`src/rtl/lsu_bus_adapter_pkg.sv`:
```
// Shared types and helpers for the LSU bus adapter.
// Holds memop codes, FSM state encoding, and store/load formatting functions.
package lsu_pkg;

    localparam logic [2:0] LSU_B  = 3'b000;
    localparam logic [2:0] LSU_H  = 3'b001;
    localparam logic [2:0] LSU_W  = 3'b010;
    localparam logic [2:0] LSU_BU = 3'b100;
    localparam logic [2:0] LSU_HU = 3'b101;

    typedef enum logic [1:0] {
        ST_IDLE = 2'd0,
        ST_REQ  = 2'd1,
        ST_WAIT = 2'd2,
        ST_DONE = 2'd3
    } lsu_state_e;

    // Unsigned variants have no store form.
    function automatic logic lsu_illegal(
        input logic [2:0] op,
        input logic       wen
    );
        logic r;
        unique case (op)
            LSU_B, LSU_H, LSU_W: r = 1'b0;
            LSU_BU, LSU_HU:      r = wen;
            default:             r = 1'b1;
        endcase
        return r;
    endfunction

    function automatic logic lsu_misaligned(
        input logic [2:0] op,
        input logic [1:0] off
    );
        logic r;
        unique case (op)
            LSU_H, LSU_HU: r = off[0];
            LSU_W:         r = (off != 2'b00);
            default:       r = 1'b0;
        endcase
        return r;
    endfunction

    // Upper lanes of a shifted halfword fall off the word.
    function automatic logic [3:0] lsu_strobe(
        input logic [2:0] op,
        input logic [1:0] off
    );
        logic [3:0] s;
        unique case (op[1:0])
            2'b00:   s = 4'b0001 << off;
            2'b01:   s = 4'b0011 << off;
            default: s = 4'b1111;
        endcase
        return s;
    endfunction

    function automatic logic [31:0] lsu_replicate(
        input logic [2:0]  op,
        input logic [31:0] data
    );
        logic [31:0] d;
        unique case (op[1:0])
            2'b00:   d = {4{data[7:0]}};
            2'b01:   d = {2{data[15:0]}};
            default: d = data;
        endcase
        return d;
    endfunction

    // Words ignore the low address bits.
    function automatic logic [31:0] lsu_extend(
        input logic [2:0]  op,
        input logic [1:0]  off,
        input logic [31:0] raw
    );
        logic [31:0] sh;
        logic [31:0] r;
        sh = raw >> {off, 3'b000};
        unique case (op)
            LSU_B:   r = {{24{sh[7]}}, sh[7:0]};
            LSU_H:   r = {{16{sh[15]}}, sh[15:0]};
            LSU_BU:  r = {24'd0, sh[7:0]};
            LSU_HU:  r = {16'd0, sh[15:0]};
            default: r = raw;
        endcase
        return r;
    endfunction

endpackage

```
`src/rtl/lsu_bus_adapter_if.sv`:
```
// Word bus between the LSU adapter (master) and memory (slave).
// Request: valid/ready with addr, wen, wdata, wstrb. Response: rvalid, rdata.
interface lsu_bus_if;

    logic        bus_req_valid;
    logic        bus_req_ready;
    logic [31:0] bus_addr;
    logic        bus_wen;
    logic [31:0] bus_wdata;
    logic [3:0]  bus_wstrb;
    logic        bus_rvalid;
    logic [31:0] bus_rdata;

    modport master (
        output bus_req_valid,
        input  bus_req_ready,
        output bus_addr,
        output bus_wen,
        output bus_wdata,
        output bus_wstrb,
        input  bus_rvalid,
        input  bus_rdata
    );

    modport slave (
        input  bus_req_valid,
        output bus_req_ready,
        input  bus_addr,
        input  bus_wen,
        input  bus_wdata,
        input  bus_wstrb,
        output bus_rvalid,
        output bus_rdata
    );

endinterface

```
`src/rtl/lsu_bus_adapter_align.sv`:
```
// Combinational lane formatting: store replicate/strobe, load shift/extend.
// Ports: st_* = core-side store operands, ld_* = captured load operands.
module lsu_align
    import lsu_pkg::*;
(
    input  logic        st_wen,
    input  logic [2:0]  st_op,
    input  logic [1:0]  st_off,
    input  logic [31:0] st_data,
    output logic [31:0] st_wdata,
    output logic [3:0]  st_wstrb,
    input  logic [2:0]  ld_op,
    input  logic [1:0]  ld_off,
    input  logic [31:0] ld_raw,
    output logic [31:0] ld_data
);

    assign st_wdata = lsu_replicate(st_op, st_data);
    assign st_wstrb = st_wen ? lsu_strobe(st_op, st_off) : 4'b0000;
    assign ld_data  = lsu_extend(ld_op, ld_off, ld_raw);

endmodule

```
`src/rtl/lsu_bus_adapter.sv`:
```
// Load/store unit: turns a one-cycle core access into a bus transaction,
// stalls the core until the response, then returns the extended result.
// Ports: clk/rst; core side mem_*; bus side via lsu_bus_if.master.
// Optional LSU_MISALIGN_TRAP_EN: traps misaligned H/W, adds mem_misalign.
module lsu_bus_adapter
    import lsu_pkg::*;
#(
    parameter int TIMEOUT_CYCLES = 64,
    parameter int CNT_W          = 7
) (
    input  logic        clk,
    input  logic        rst,
    input  logic        mem_valid,
    input  logic        mem_wen,
    input  logic [2:0]  memop,
    input  logic [31:0] mem_addr,
    input  logic [31:0] memdata,
    output logic [31:0] mem_data,
    output logic        mem_done,
    output logic        mem_stall,
    output logic        mem_err,
`ifdef LSU_MISALIGN_TRAP_EN
    output logic        mem_misalign,
`endif
    lsu_bus_if.master   bus
);

    lsu_state_e  state_q;
    lsu_state_e  state_d;

    logic        wen_q;
    logic [2:0]  op_q;
    logic [31:0] addr_q;
    logic [31:0] wdata_q;
    logic [3:0]  wstrb_q;
    logic        err_q;
    logic [31:0] result_q;
    logic [CNT_W-1:0] cnt_q;

    logic        accept;
    logic        capture;
    logic        tmo_err;
    logic        req_bad;
    logic        tmo_hit;

    logic [31:0] st_wdata;
    logic [3:0]  st_wstrb;
    logic [31:0] ld_data;

    lsu_align u_align (
        .st_wen   (mem_wen),
        .st_op    (memop),
        .st_off   (mem_addr[1:0]),
        .st_data  (memdata),
        .st_wdata (st_wdata),
        .st_wstrb (st_wstrb),
        .ld_op    (op_q),
        .ld_off   (addr_q[1:0]),
        .ld_raw   (bus.bus_rdata),
        .ld_data  (ld_data)
    );

`ifdef LSU_MISALIGN_TRAP_EN
    logic mis;
    logic mis_q;

    // An illegal memop is reported as plain error, not misalignment.
    assign mis = !lsu_illegal(memop, mem_wen)
               && lsu_misaligned(memop, mem_addr[1:0]);
    assign req_bad = lsu_illegal(memop, mem_wen) | mis;
    assign mem_misalign = (state_q == ST_DONE) && mis_q;

    always_ff @(posedge clk or posedge rst) begin
        if (rst) begin
            mis_q <= 1'b0;
        end else if (accept) begin
            mis_q <= mis;
        end
    end
`else
    assign req_bad = lsu_illegal(memop, mem_wen);
`endif

    // Counter holds the number of WAIT cycles already spent.
    assign tmo_hit = (cnt_q == CNT_W'(TIMEOUT_CYCLES - 1));

    always_ff @(posedge clk or posedge rst) begin
        if (rst) begin
            state_q <= ST_IDLE;
        end else begin
            state_q <= state_d;
        end
    end

    always_comb begin
        state_d           = state_q;
        accept            = 1'b0;
        capture           = 1'b0;
        tmo_err           = 1'b0;
        mem_stall         = 1'b0;
        mem_done          = 1'b0;
        bus.bus_req_valid = 1'b0;
        unique case (state_q)
            ST_IDLE: begin
                if (mem_valid) begin
                    accept    = 1'b1;
                    mem_stall = 1'b1;
                    state_d   = req_bad ? ST_DONE : ST_REQ;
                end
            end
            ST_REQ: begin
                mem_stall         = 1'b1;
                bus.bus_req_valid = 1'b1;
                if (bus.bus_req_ready) begin
                    state_d = ST_WAIT;
                end
            end
            ST_WAIT: begin
                mem_stall = 1'b1;
                // A response in the last allowed cycle beats the timeout.
                if (bus.bus_rvalid) begin
                    capture = 1'b1;
                    state_d = ST_DONE;
                end else if (tmo_hit) begin
                    tmo_err = 1'b1;
                    state_d = ST_DONE;
                end
            end
            ST_DONE: begin
                mem_done = 1'b1;
                state_d  = ST_IDLE;
            end
            default: state_d = ST_IDLE;
        endcase
    end

    always_ff @(posedge clk or posedge rst) begin
        if (rst) begin
            wen_q    <= 1'b0;
            op_q     <= 3'b000;
            addr_q   <= 32'd0;
            wdata_q  <= 32'd0;
            wstrb_q  <= 4'b0000;
            err_q    <= 1'b0;
            result_q <= 32'd0;
            cnt_q    <= '0;
        end else begin
            if (accept) begin
                wen_q    <= mem_wen;
                op_q     <= memop;
                addr_q   <= mem_addr;
                wdata_q  <= st_wdata;
                wstrb_q  <= st_wstrb;
                err_q    <= req_bad;
                result_q <= 32'd0;
            end
            if (capture) begin
                result_q <= wen_q ? 32'd0 : ld_data;
            end
            if (tmo_err) begin
                err_q <= 1'b1;
            end
            if (state_q == ST_WAIT) begin
                cnt_q <= cnt_q + CNT_W'(1);
            end else begin
                cnt_q <= '0;
            end
        end
    end

    // Bus fields are driven only while a request is presented.
    always_comb begin
        bus.bus_addr  = 32'd0;
        bus.bus_wen   = 1'b0;
        bus.bus_wdata = 32'd0;
        bus.bus_wstrb = 4'b0000;
        if (state_q == ST_REQ) begin
            bus.bus_addr  = {addr_q[31:2], 2'b00};
            bus.bus_wen   = wen_q;
            bus.bus_wdata = wdata_q;
            bus.bus_wstrb = wstrb_q;
        end
    end

    assign mem_err  = (state_q == ST_DONE) && err_q;
    assign mem_data = (state_q == ST_DONE && !err_q) ? result_q : 32'd0;

endmodule
```
`src/flat_wrapper.sv`:
```
// flat-port wrapper written by rule: the top's interface ports become plain ports
module lsu_bus_adapter_flat import lsu_pkg::*;
#(
    parameter int TIMEOUT_CYCLES = 64,
    parameter int CNT_W          = 7
)
  (clk, rst, mem_valid, mem_wen, memop, mem_addr, memdata, mem_data, mem_done, mem_stall, mem_err, bus_bus_req_valid, bus_bus_req_ready, bus_bus_addr, bus_bus_wen, bus_bus_wdata, bus_bus_wstrb, bus_bus_rvalid, bus_bus_rdata);
  lsu_bus_if bus_i ();
  input  logic clk;
  input  logic rst;
  input  logic mem_valid;
  input  logic mem_wen;
  input  logic [2:0] memop;
  input  logic [31:0] mem_addr;
  input  logic [31:0] memdata;
  output logic [31:0] mem_data;
  output logic mem_done;
  output logic mem_stall;
  output logic mem_err;
  output wire logic [$bits(bus_i.bus_req_valid)-1:0] bus_bus_req_valid;
  input wire logic [$bits(bus_i.bus_req_ready)-1:0] bus_bus_req_ready;
  output wire logic [$bits(bus_i.bus_addr)-1:0] bus_bus_addr;
  output wire logic [$bits(bus_i.bus_wen)-1:0] bus_bus_wen;
  output wire logic [$bits(bus_i.bus_wdata)-1:0] bus_bus_wdata;
  output wire logic [$bits(bus_i.bus_wstrb)-1:0] bus_bus_wstrb;
  input wire logic [$bits(bus_i.bus_rvalid)-1:0] bus_bus_rvalid;
  input wire logic [$bits(bus_i.bus_rdata)-1:0] bus_bus_rdata;
  assign bus_bus_req_valid = bus_i.bus_req_valid;
  assign bus_i.bus_req_ready = bus_bus_req_ready;
  assign bus_bus_addr = bus_i.bus_addr;
  assign bus_bus_wen = bus_i.bus_wen;
  assign bus_bus_wdata = bus_i.bus_wdata;
  assign bus_bus_wstrb = bus_i.bus_wstrb;
  assign bus_i.bus_rvalid = bus_bus_rvalid;
  assign bus_i.bus_rdata = bus_bus_rdata;
  lsu_bus_adapter #(.TIMEOUT_CYCLES(TIMEOUT_CYCLES), .CNT_W(CNT_W)) u_core (.clk(clk), .rst(rst), .mem_valid(mem_valid), .mem_wen(mem_wen), .memop(memop), .mem_addr(mem_addr), .memdata(memdata), .mem_data(mem_data), .mem_done(mem_done), .mem_stall(mem_stall), .mem_err(mem_err), .bus(bus_i));
endmodule
```
`config.mk`:
```
export PLATFORM = sky130hd
export DESIGN_NAME = lsu_bus_adapter_flat
export DESIGN_NICKNAME = d
export VERILOG_FILES = /design/src/rtl/lsu_bus_adapter_pkg.sv /design/src/rtl/lsu_bus_adapter_if.sv /design/src/rtl/lsu_bus_adapter_align.sv /design/src/rtl/lsu_bus_adapter.sv /design/src/flat_wrapper.sv
export SDC_FILE = /design/constraint.sdc
export NUM_CORES = 1
export LEC_CHECK = 0
export CAP_MARGIN = 20
export CORE_AREA = 2 2 144 90
export CTS_BUF_LIST = sky130_fd_sc_hd__clkbuf_8
export DETAILED_ROUTE_END_ITERATION = 7
export DIE_AREA = 0 0 146 92
export MAX_ROUTING_LAYER = met4
export PLACE_DENSITY = 0.93
export SYNTH_ARGS = -nofsm -noshare
export SYNTH_HDL_FRONTEND = slang
export SYNTH_SLANG_ARGS = --single-unit
```
`constraint.sdc`:
```
create_clock -name clk -period 5.4 [get_ports clk]
set_clock_uncertainty 0.15 [all_clocks]
set_input_delay 0.54 -clock clk [delete_from_list [all_inputs] [get_ports clk]]
set_output_delay 0.54 -clock clk [all_outputs]
set_load 0.02 [all_outputs]
```
==> results of run 1 <==
## power groups by stage
stage / Combinational [W] / Clock, W / Sequential, W
after floorplan: 0.00126 / 0 / 0.00135
after global placement: 0.00186 / 0 / 0.00145
after detailed placement: 0.00193 / 0 / 0.00147
after CTS: 0.00194 / 0.000920 / 0.00147
after global routing: 0.00209 / 0.000961 / 0.00152
final: 0.00193 / 0.000903 / 0.00147
## sequential cells by signal, indices dropped and copies added, names as in the netlist
name / cells
u_core.err_q: 1
u_core.result_q: 32
u_core.op_q: 3
u_core.cnt_q: 7
u_core.addr_q: 32
u_core.wen_q: 1
u_core.wdata_q: 32
u_core.state_q: 2
u_core.wstrb_q: 4
## final cells by class
cell class | count | area (um2)
sequential | 114 | 2850
inverter | 11 | 43.8
tap | 170 | 213
fill | 944 | 3800
clock buffer | 18 | 248
clock inverter | 14 | 203
timing repair buffer | 214 | 2120
multi-input combinational | 422 | 2850
## cells in the mapped netlist
cell type / instances
nor2_1: 21
buf_4: 2
a32oi_1: 1
o31ai_1: 1
a22oi_1: 1
mux2_2: 43
and4b_1: 1
and2_1: 105
clkbuf_1: 27
or3_1: 2
dfrtp_1: 114
mux2i_1: 31
buf_2: 6
a22oi_2: 1
inv_1: 11
o32a_1: 1
a21boi_0: 2
o21ai_0: 63
conb_1: 1
or2_0: 1
xnor2_1: 2
nand2_1: 59
a2111oi_4: 1
a21oi_1: 25
nor2b_1: 5
ha_1: 6
a221o_1: 18
a22o_1: 2
nor3_1: 2
nand3b_1: 1
buf_1: 4
or2_2: 1
a31oi_1: 1
nand3_1: 4
nand2b_1: 6
a31oi_2: 1
a21o_1: 1
buf_6: 1
o2bb2ai_1: 6
xor2_1: 1
o22ai_1: 2
mux2_4: 1
nor3b_1: 1
## worst register-to-register path: cells and delay by family (launching register included)
| family | cells | cell delay [ps] |
|---|---|---|
| DFF | 1 | 430 |
| AOI/OAI and AO/OA | 1 | 330 |
| and+or+nand+nor | 3 | 1390 |
| adders and majority gates | 1 | 440 |
| buffers and inverters | 1 | 120 |
## layout by cell type, fill, tap and decap left out, types with 3 or more instances in the layout
cell type / n
a21oi_1: 24
a221o_1: 18
and2_1: 104
buf_4: 7
bufinv_16: 4
clkbuf_8: 18
clkdlybuf4s50_1: 207
clkinv_4: 5
dfrtp_1: 114
ha_1: 6
inv_1: 10
inv_6: 3
mux2_2: 43
mux2i_1: 31
nand2_1: 59
nand2b_1: 6
nand3_1: 4
nor2_1: 21
nor2b_1: 5
o21ai_0: 63
o2bb2ai_1: 6
## logic make-up (layout without fill, tap and decap cells)
family	Yosys count	after routing
flops	114	114
xor+xnor	3	3
mux	75	75
simple gates	209	209
other cells	1	2
fa+ha+maj	6	6
compound gates	127	127
buf+inv	51	257
## metal layers
| metal | global-route usage, % | share of wire, % |
|---|---|---|
| met1 | 36.3 | 45 |
| met2 | 40.8 | 46 |
| met3 | 7.96 | 8.1 |
| met4 | 8.33 | 1.5 |
| met5 | - | 0 |
## worst max-delay path by stage
| stage | startpoint | to | slack [ps] | cells past startpoint |
|---|---|---|---|---|
| 5_1_grt | u_core.state_q[0] | mem_stall | 1970 | 7 |
| 4_1_cts | u_core.state_q[0] | mem_stall | 2070 | 7 |
| 3_3_place_gp | mem_valid | mem_stall | 2250 | 6 |
| 2_1_floorplan | rst | u_core.addr_q[0] | 1690 | 1 |
| 3_5_place_dp | mem_valid | mem_stall | 2240 | 6 |
| 6_report | u_core.state_q[0] | mem_stall | 2150 | 7 |
## stage by stage
step,util (%),instances
final,69.2,963
after global routing,69.2,963
after CTS,69.2,963
after detailed placement,65.5,931
after global placement,65.5,931
after floorplan,-,587
==> reports/metrics.cfg, run 1 <==
[critical_path]
cp-end-kind=output pin
cpMaxStageDelayCell=clkdlybuf4s50_1
path_cells=inv_1, ha_1, and2_2, buf_4, nor2_1, nor2_1, clkdlybuf4s50_1
ff2ff_setup_slack_ps=2470
reg2reg_depth=6
startpoint_type=flop
critPathArrivalTime_ps=2560
crit_buf_inv=3
max_stage_delay_ps=600
crit_top_cell=nor2_1
cp_data_required_time_ps=4710
crit_type=flop to output pin
cp_top_family=buffers and inverters
r2r-end=u_core.result_q[28]
crit_fanout=46
timing.rr.start=u_core.state_q[0]

[sta]
max_slew.worst_pin.slew_ps=1110
period_share_pct=60.2
fmax_ghz=0.308
slew_headroom_pct=25.7
slew_violations=0
fin_setup_tns_ps=0
rsz0062_at_grt=no
whs_ps=327
layout_setup_ws_ps=2150
hold_viol_final=0
finalSetupViolations=0
period_needed_ps=3250

[floorplanning]
row_count=32
die_x_um=146
initial_core_util_pct=47.9
pin_count=210
die_h_um=92
core_um2=12300
die_area_um2=13400

[routing]
vias=5159
wl_per_cell_um=18.2
post-route-drc-count=0
drtPass1Iterations=5
antenna_left=0
avgViaCountPerCell=5.36
dr.first_iter.drc_count=439
routed_wl_um=17500

[worst_hold_path]
min_from=u_core.result_q[6]
hold_end=u_core.result_q[6]
hold_depth=2
hold_path_class=flop to flop

[synth]
synth_compound_area_share_pct=13.9
synth-xor-area-share_pct=0.445
seq_area_frac_synth_pct=48.3
synth_warnings=0
synthAdderAreaFrac_pct=1.27
synth_top_family_by_area=simple AND/OR/NAND/NOR gates
synthSimpleGateAreaFrac_pct=18.7
synth_top_area_share_pct=48.3
synth_area_leaders=dfrtp_1 48%, and2_1 11%, mux2_2 8.2%, o21ai_0 5.3%, mux2i_1 5.3%
synth.distinct_cells=43
yosysTopAreaCell=dfrtp_1
syn_inst=586
avgSynthCellArea_um2=10.1
synth_mux_area_share_pct=13.7
syn_area_um2=5910
synth_seq_cells=114

[clocking]
cts_buffer_depth=2
cts_resized=0
cts_made_buffers=17
root_buffer=clkbuf_8
cts_tree=done
cts.sinks=114
path_clk_slew_ps=80
cts_hold_buf=0
clk_latency_ps=420
postCtsSetupBuffers=0
htreeDepth=4

[power]
clkPwrFrac_pct=21.0
combPwrFrac_pct=44.9
ir_drop_v=0.000317
power_switching_w=0.00165
leakage_nw=3.62
sequentialPowerShare_pct=34.1
power_w=0.00431
swShare_pct=38.2
intPower_w=0.00266
powerDensity_nw_per_um2=505

[place]
portBuffers=207
gp_congestion=0.926
dp_hpwl_um=12500
placed_cell_area_um2=8080
post-place-ws_ps=2240

[cells_and_area]
stdcell_area_um2=8530
fin_nets=891
syn2layout_area_growth_pct=44.5
final_layout_size_suffix_gt1_share_pct=11.3
antenna_cells=0

[flow_run]
max_cap_viol_count=0

[global_routing]
grt_max_degree=76
grt_use_total_pct=27.3
gr-total-overflow=0
antenna_found_initial=0
grt_pass1_vias=5323
grt_pass1_wl_um=27900

[outcome]
status=finished clean

No activity file was read; power rests on OpenSTA's default activity.
==> run 2, diff against run 1 <==
--- a/config.mk
+++ b/config.mk
@@ -6,12 +6,12 @@
 export NUM_CORES = 1
 export LEC_CHECK = 0
 export CAP_MARGIN = 20
-export CORE_AREA = 2 2 144 90
+export CORE_AREA = 2 2 148 92
 export CTS_BUF_LIST = sky130_fd_sc_hd__clkbuf_8
 export DETAILED_ROUTE_END_ITERATION = 7
-export DIE_AREA = 0 0 146 92
+export DIE_AREA = 0 0 150 94
 export MAX_ROUTING_LAYER = met4
-export PLACE_DENSITY = 0.93
+export PLACE_DENSITY = 0.89
 export SYNTH_ARGS = -nofsm -noshare
 export SYNTH_HDL_FRONTEND = slang
 export SYNTH_SLANG_ARGS = --single-unit
==> constraint.sdc (replaced) <==
create_clock -name clk -period 3.1 [get_ports clk]
set_clock_uncertainty 0.15 [all_clocks]
set_input_delay 0.31 -clock clk [delete_from_list [all_inputs] [get_ports clk]]
set_output_delay 0.31 -clock clk [all_outputs]
set_load 0.02 [all_outputs]
==> reports/metrics.cfg, run 2 (synthesized netlist as in run 1, its figures left out) <==
[clocking]
htreeDepth=4
cts_resized=0
cts.sinks=114
cts_hold_buf=0
path_clk_slew_ps=60
cts_buffer_depth=2
root_buffer=clkbuf_8
cts_tree=done
clk_latency_ps=410
postCtsSetupBuffers=0
cts_made_buffers=17

[critical_path]
crit_fanout=69
cp_top_family=buffers and inverters
max_stage_delay_ps=610
cpMaxStageDelayCell=clkdlybuf4s50_1
crit_buf_inv=3
cp-end-kind=output pin
startpoint_type=flop
critPathArrivalTime_ps=2450
cp_data_required_time_ps=2640
path_cells=inv_1, ha_1, buf_4, and2_1, clkdlybuf4s50_1
crit_type=flop to output pin

[global_routing]
grt_pass1_wl_um=28200
grt_pass1_vias=5331
grt_max_degree=115
grt_use_total_pct=26.8
gr-total-overflow=0
antenna_found_initial=0

[cells_and_area]
multi_input_comb_area_um2=2850
stdcell_area_um2=8480
final_common_cell=clkdlybuf4s50_1
final_cell_mix=207 x clkdlybuf4s50_1, 114 x dfrtp_1, 104 x and2_1, 63 x o21ai_0, 59 x nand2_1
regArea_um2=2850
fin_nets=897
final_layout_size_suffix_gt1_share_pct=11.6
antenna_cells=0
nFillCells=1002
reg_top3=u_core.addr_q: 32 flops, u_core.result_q: 32 flops, u_core.wdata_q: 32 flops
syn2layout_area_growth_pct=43.6

[floorplanning]
row_count=32
initial_core_util_pct=46.7
pin_count=210
die_h_um=94
core_um2=12700
die_x_um=150
die_area_um2=14100

[routing]
post-route-drc-count=0
dr.first_iter.drc_count=429
antenna_left=0
routed_wl_um=17800
avgViaCountPerCell=5.38
vias=5187
drtPass1Iterations=5
wl_per_cell_um=18.5

[sta]
period_needed_ps=2910
fmax_ghz=0.344
finalSetupViolations=0
fin_setup_tns_ps=0
max_slew.worst_pin.slew_ps=764
period_share_pct=93.9
hold_viol_final=0
rsz0062_at_grt=no
slew_violations=0
slew_headroom_pct=48.9

[flow_run]
max_cap_viol_count=0

[place]
placed_cell_area_um2=8140
dp_hpwl_um=12700
gp_congestion=0.953
portBuffers=207

[power]
ir_drop_v=0.000529
powerDensity_nw_per_um2=851
leakage_nw=3.60

[outcome]
status=finished clean

[worst_hold_path]
hold_path_class=input port to asynchronous set/reset pin

-- run 2: area by class of cell --
cell class              instances  area share, %
flip-flops and latches        114           33.6
multi-input cells             422           33.6
repair buffers                220           25.7
clock buffers                  20           3.25
well taps                     170           2.51
clock inverters                 7          0.738
inverters                      11          0.531
-- run 2: where the power goes --
group	internal, W	leakage [nW]	switching, W	total [W]
Clock	0.000667	0.178	0.000577	0.00124
Sequential	0.00211	1.44	0.000452	0.00256
Combinational	0.00165	1.99	0.00177	0.00341
-- run 2: per-stage QoR --
stage	setup slack [ps]	std cells	power, W	hold slack (ps)	utilization, %
6_report	189	964	0.00722	210	67.0
5_1_grt	67.4	964	0.00766	338	67.0
4_1_cts	201	964	0.00723	308	67.0
3_5_place_dp	361	937	0.00595	314	64.3
3_3_place_gp	530	937	0.00579	302	64.3
2_1_floorplan	945	587	0.00455	277	-
-- run 2: worst paths after layout --
| path | startpoint | end | slack (ps) | cells after the start |
|---|---|---|---|---|
| setup / recovery | u_core.state_q[1] | bus_bus_wstrb[0] | 190 | 5 |
| setup reg to reg | u_core.state_q[0] | u_core.result_q[16] | 560 | 6 |
| hold / removal | rst | u_core.result_q[0] | 210 | 3 |
| hold reg to reg | u_core.result_q[5] | u_core.result_q[5] | 330 | 2 |
| min in group clk | u_core.result_q[5] | u_core.result_q[5] | 330 | 2 |
| max in group asynchronous | rst | u_core.addr_q[0] | 2030 | 3 |
-- run 2: layer usage --
metal	up-vias	track usage [%]	part of all wire (%)
li1	2407	-	-
met1	2554	37.2	46
met2	211	39.8	46
met3	15	6.99	7.4
met4	0	5.97	0.73
met5	-	-	0
-- run 2: tightest hold or removal path: stages --
cell             delay [ps]
clkdlybuf4s50_1         440
clkinvlp_4              100
buf_12                  390
